File: src/rtl/watch_cnt_pkg.sv
// Shared constants, operation encoding and range helper for the watch counter family.
package watch_cnt_pkg;

    localparam int unsigned BCD_W         = 4;
    localparam int unsigned MAX_SUPPORTED = 99;
    localparam int unsigned CNT_BW        = 7;

    localparam int unsigned MS_MIN   = 0;
    localparam int unsigned MS_MAX   = 59;
    localparam int unsigned HR24_MIN = 0;
    localparam int unsigned HR24_MAX = 23;
    localparam int unsigned HR12_MIN = 1;
    localparam int unsigned HR12_MAX = 12;
    localparam int unsigned DAY_MIN  = 1;
    localparam int unsigned DAY_MAX  = 31;

    typedef enum logic [1:0] {OpHold, OpLoad, OpAdj, OpTick} cnt_op_e;

    // lo <= v <= hi, written so a zero lower bound does not fold to a constant compare
    function automatic logic in_window(input logic [CNT_BW-1:0] v,
                                       input logic [CNT_BW-1:0] lo,
                                       input logic [CNT_BW-1:0] hi);
        return (({1'b0, v} + 8'd1) > {1'b0, lo}) && (v <= hi);
    endfunction

endpackage

File: src/rtl/bin2bcd.sv
// Combinational binary to packed-BCD converter, least significant digit in the low nibble.
module bin2bcd
    import watch_cnt_pkg::*;
#(
    parameter int unsigned BW     = CNT_BW,
    parameter int unsigned DIGITS = 2
) (
    input  logic [BW-1:0]           bin,
    output logic [BCD_W*DIGITS-1:0] bcd
);

    logic [BW-1:0] rem;

    always_comb begin
        bcd = '0;
        rem = bin;
        for (int i = 0; i < int'(DIGITS); i++) begin
            bcd[BCD_W*i +: BCD_W] = BCD_W'(rem % BW'(10));
            rem                   = rem / BW'(10);
        end
    end

endmodule

File: src/rtl/bcd_mod_counter.sv
// Cascadable modulo counter (MIN_VAL..MAX_VAL) with registered binary and BCD views,
// plus wrap pulses that only en-driven steps can raise.
module bcd_mod_counter
    import watch_cnt_pkg::*;
#(
    parameter int unsigned MIN_VAL = HR24_MIN,
    parameter int unsigned MAX_VAL = HR24_MAX,
    parameter int unsigned DIGITS  = 2,
    localparam int unsigned BW     = CNT_BW
) (
    input  logic                clk,
    input  logic                RESET,
    input  logic                en,
    input  logic                up,
    input  logic                adj,
    input  logic                load,
    input  logic [BW-1:0]       load_val,
    output logic [4*DIGITS-1:0] count_num,
    output logic [BW-1:0]       bin_val,
    output logic                ToCarry,
    output logic                ToBorrow
);

    localparam logic [BW-1:0] MIN_B = BW'(MIN_VAL);
    localparam logic [BW-1:0] MAX_B = BW'((MAX_VAL > MAX_SUPPORTED) ? MAX_SUPPORTED : MAX_VAL);

    logic [BW-1:0]       count_q, count_d, bcd_src;
    logic [4*DIGITS-1:0] count_num_q, bcd_next;
    logic                carry_q, carry_d, borrow_q, borrow_d;
    logic                in_range, at_min, at_max;
    cnt_op_e             op;

    always_comb begin
        if (load) begin
            op = OpLoad;
        end else if (adj) begin
            op = OpAdj;
        end else if (en) begin
            op = OpTick;
        end else begin
            op = OpHold;
        end
    end

    assign in_range = in_window(count_q, MIN_B, MAX_B);
    assign at_min   = (count_q == MIN_B);
    assign at_max   = (count_q == MAX_B);

    always_comb begin
        count_d  = count_q;
        carry_d  = 1'b0;
        borrow_d = 1'b0;
        unique case (op)
            OpHold: ;
            OpLoad: count_d = in_window(load_val, MIN_B, MAX_B) ? load_val : MIN_B;
            OpAdj, OpTick: begin
                // A corrupted count recovers to MIN_VAL silently.
                if (!in_range) begin
                    count_d = MIN_B;
                end else if (up) begin
                    count_d = at_max ? MIN_B : count_q + BW'(1);
                    carry_d = at_max && (op == OpTick);
                end else begin
                    count_d  = at_min ? MAX_B : count_q - BW'(1);
                    borrow_d = at_min && (op == OpTick);
                end
            end
            default: ;
        endcase
    end

    // The BCD register is loaded from the converted next count, so both views stay aligned.
    assign bcd_src = RESET ? count_d : MIN_B;

    bin2bcd #(
        .BW     (BW),
        .DIGITS (DIGITS)
    ) u_bin2bcd (
        .bin (bcd_src),
        .bcd (bcd_next)
    );

    always_ff @(posedge clk) begin
        if (!RESET) begin
            count_q     <= MIN_B;
            count_num_q <= bcd_next;
            carry_q     <= 1'b0;
            borrow_q    <= 1'b0;
        end else begin
            count_q     <= count_d;
            count_num_q <= bcd_next;
            carry_q     <= carry_d;
            borrow_q    <= borrow_d;
        end
    end

    assign count_num = count_num_q;
    assign bin_val   = count_q;
    assign ToCarry   = carry_q;
    assign ToBorrow  = borrow_q;

endmodule

File: config.mk
export PLATFORM = sky130hd
export DESIGN_NAME = bcd_mod_counter
export DESIGN_NICKNAME = d
export VERILOG_FILES = /design/src/rtl/watch_cnt_pkg.sv /design/src/rtl/bin2bcd.sv /design/src/rtl/bcd_mod_counter.sv
export SDC_FILE = /design/constraint.sdc
export NUM_CORES = 1
export LEC_CHECK = 0
export ABC_CLOCK_PERIOD_IN_PS = 5400
export BUFFER_PORTS_ARGS = -buffer_cell sky130_fd_sc_hd__buf_2
export CAP_MARGIN = 10
export CORE_UTILIZATION = 34
export DETAILED_ROUTE_END_ITERATION = 8
export PLACE_DENSITY = 0.63
export SLEW_MARGIN = 40
export SYNTH_ARGS = -nofsm -noshare
export SYNTH_HDL_FRONTEND = slang
export SYNTH_HIERARCHICAL = 1
export SYNTH_SLANG_ARGS = --single-unit
File: constraint.sdc
create_clock -name clk -period 5.4 [get_ports clk]
set_input_delay 1.08 -clock clk [delete_from_list [all_inputs] [get_ports clk]]
set_output_delay 1.08 -clock clk [all_outputs]
set_load 0.02 [all_outputs]
==> flow_metrics.env <==
export IMPL_status="finished, final reports clean"
export IMPL_endpoint_kind="flip-flop"
export IMPL_ys_types=63
export IMPL_cts_buffers=3
export IMPL_overflow=0
export IMPL_synthesis_area_um2=1410
export IMPL_dpl_cell_count=240
export IMPL_ys_async_sr_fraction_pct=0
export IMPL_post_cts_setup_buffers=0
export IMPL_grt_busiest_layer="met2"
export IMPL_design_core_area_um2=4000
export IMPL_synthFlopType="dfxtp_1"
export IMPL_grtUsageTotal_pct=15.6
export IMPL_hpwl_mm=2.50
export IMPL_wl_per_cell_um=13.6
export IMPL_critPathRequiredTime_ns=5.55
export IMPL_relSlewSlack_pct=58.0
export IMPL_num_antenna_cells=0
export IMPL_htreeDepth=1
export IMPL_grt_pass1_wl_mm=5.33
export IMPL_met1_usage_pct=18.8
export IMPL_max_vdd_ir_drop_mv=0.111
export IMPL_met3_usage_pct=3.10
export IMPL_num_rows=23
export IMPL_finalPower_uw=362
export IMPL_drv_cap=0
export IMPL_tritoncts="built"
export IMPL_drive_gt1_share_pct=29.9
export IMPL_synth_nets=184
export IMPL_yosysTopAreaCell="dfxtp_1"
export IMPL_grt_max_degree=15
export IMPL_fin_crit_ns=4.32
export IMPL_maxSlewViolCount=0
export IMPL_p_leak_uw=0.000668
export IMPL_syn_inst=165
export IMPL_drt_iter0_drc=130
export IMPL_hold_slack_ns=0.672
export IMPL_yosysMostFrequentCell="dfxtp_1"
export IMPL_crit_top_cell="nor2_1"
export IMPL_rsz0062_at_grt="false"
export IMPL_yosysWarnings=6
export IMPL_cp_cell_sequence="buf_2, nor3_2, a22oi_1, nor2_1, buf_4, nor2b_1, xnor2_1, o31ai_1, nor2_1, ha_1, inv_1, a32o_1, a21o_1, a311oi_2, o21ai_2, o31a_1"
export IMPL_num_fill_cells=406
export IMPL_place_port_buffers=29
export IMPL_grt_pass1_vias=1160
export IMPL_die_h_um=66.4
export IMPL_synthToLayoutAreaGrowth_pct=15.5
export IMPL_hold_path_depth=2
export IMPL_cp_max_fo=14
export IMPL_setup_violations=0
export IMPL_initial_utilization_pct=35.3
export IMPL_clockRootBuffer="clkbuf_8"
export IMPL_route_detailed_drc=0
export IMPL_power_density_nw_per_um2=222
export IMPL_period_share_pct=79.9
export IMPL_yosysSeqAreaShare_pct=24.1
export IMPL_slowest_stage="nor3_2"
export IMPL_hold_buffers=0
export IMPL_cts_repair_resized=0
export IMPL_max_stage_delay_ns=0.54
export IMPL_gp_congestion=0.854
export IMPL_fin_nets=214
export IMPL_clock_fmax_mhz=232
export IMPL_ys_top_cells_by_count="dfxtp_1, nor2_1, nand2_1"
export IMPL_syn_area_per_cell_um2=8.55
export IMPL_synth_area_top_cells="dfxtp_1, ha_1, nor2_1"
export IMPL_totalWireLength_mm=3.31
export IMPL_multi_input_area_um2=961
export IMPL_worst_pin_slew_ns=0.627
export IMPL_grt_use_met2_pct=28.4
export IMPL_hold_violations=0
export IMPL_final_setup_tns_ns=0
export IMPL_viasPerCell=5.50
export IMPL_clock_sinks=17
export IMPL_clockBufferDepth=2
export IMPL_reg2reg_depth=18
export IMPL_worstSkewPairLatency_ns=0.25
export IMPL_hold_class="reg2reg"
export IMPL_detail_route_antenna_nets=0
export IMPL_antenna_found_initial=0
export IMPL_drt_first_pass_iters=5
export IMPL_synth_top_area_share_pct=24.1
export IMPL_instances_no_fill=244
export IMPL_clkTransAtPathRegs_ns=0.07
export IMPL_io_pins=30
export IMPL_cp_arrival_ns=4.46
export IMPL_num_vias=1342
export IMPL_seq_area_um2=340
export IMPL_cp_start_kind="input pin"
export IMPL_critical_path_class="in2reg"
export IMPL_skew_ns=0.00542
export IMPL_ys_ff_latch=17
export IMPL_synth_edff_count=0
export IMPL_die_w_um=66.4
export IMPL_die_area_um2=4410
==> where the power goes <==
part	internal, µW	switching (µW)	total, µW
Combinational	48.3	71.0	119
Sequential	136	10.2	146
Clock	52.4	44.0	96.4
Total	236	125	362
==> metrics by stage <==
step | setup slack [ns] | instance area [µm²] | util (%)
after floorplan | 1.24 | 1410 | -
after global placement | 0.950 | 1580 | 39.6
after detailed placement | 0.861 | 1580 | 39.6
after CTS | 1.14 | 1630 | 40.7
after global routing | 0.862 | 1630 | 40.7
final | 1.08 | 1630 | 40.7
==> worst paths after layout <==
kind              slack [ns]  startpoint           end
setup / recovery        1.08        load  count_num[7]
hold / removal          0.67  bin_val[0]    bin_val[0]
setup reg to reg        1.27  bin_val[0]  count_num[7]
hold reg to reg         0.67  bin_val[0]    bin_val[0]
==> state kept, by name, indices dropped and copies added (netlist names) <==
name,count
ToBorrow,1
ToCarry,1
bin_val,7
count_num,8
==> critical path: cells and delay by family <==
family                   cells  cell delay (ns)
buffers and inverters        3             0.40
XOR/XNOR                     1             0.16
AND/OR/NAND/NOR              4             1.12
adder cells (fa/ha/maj)      1             0.23
AO/OA/AOI/OAI                7             1.47
==> layout by cell type, fill, tap and decap left out, types with 3 or more instances in the layout <==
cell | netlist | layout
a21oi_1 | 5 | 5
nor2b_1 | 3 | 3
a22oi_1 | 4 | 4
buf_4 | 1 | 5
dfxtp_1 | 17 | 17
o22ai_1 | 3 | 3
xnor2_1 | 4 | 4
nand2_1 | 10 | 10
ha_1 | 6 | 6
o21ai_0 | 9 | 9
o31ai_1 | 4 | 4
clkbuf_8 | 0 | 3
nand3_1 | 6 | 6
inv_1 | 9 | 9
nor2_1 | 13 | 13
buf_2 | 3 | 29
nand4_1 | 6 | 6
a31oi_1 | 3 | 3
==> logic make-up (layout without fill, tap and decap cells) <==
group / count (synthesis) / after routing / share of synthesized area [%]
AOI/OAI and AO/OA: 50 / 50 / 28.2
xor gates and xnor gates: 5 / 5 / 3.11
adders and majority gates: 6 / 6 / 5.32
buffers and inverters: 19 / 48 / 7.72
DFF: 17 / 17 / 24.1
muxes: 4 / 4 / 3.02
and+or+nand+nor: 64 / 64 / 28.5
==> per-layer routing <==
layer | vias to the layer above | wire length [µm]
li1 | 684 | -
met1 | 621 | 1490
met2 | 37 | 1670
met3 | 0 | 141
met4 | 0 | 0
met5 | - | 0
==> layout make-up <==
class / count / area share (%)
repair buffers: 34 / 11.2
flip-flops and latches: 17 / 20.9
clock buffers: 4 / 2.76
inverters: 10 / 2.30
multi-input cells: 129 / 59.0
well taps: 50 / 3.84
Power figures use the tool's default switching activity.
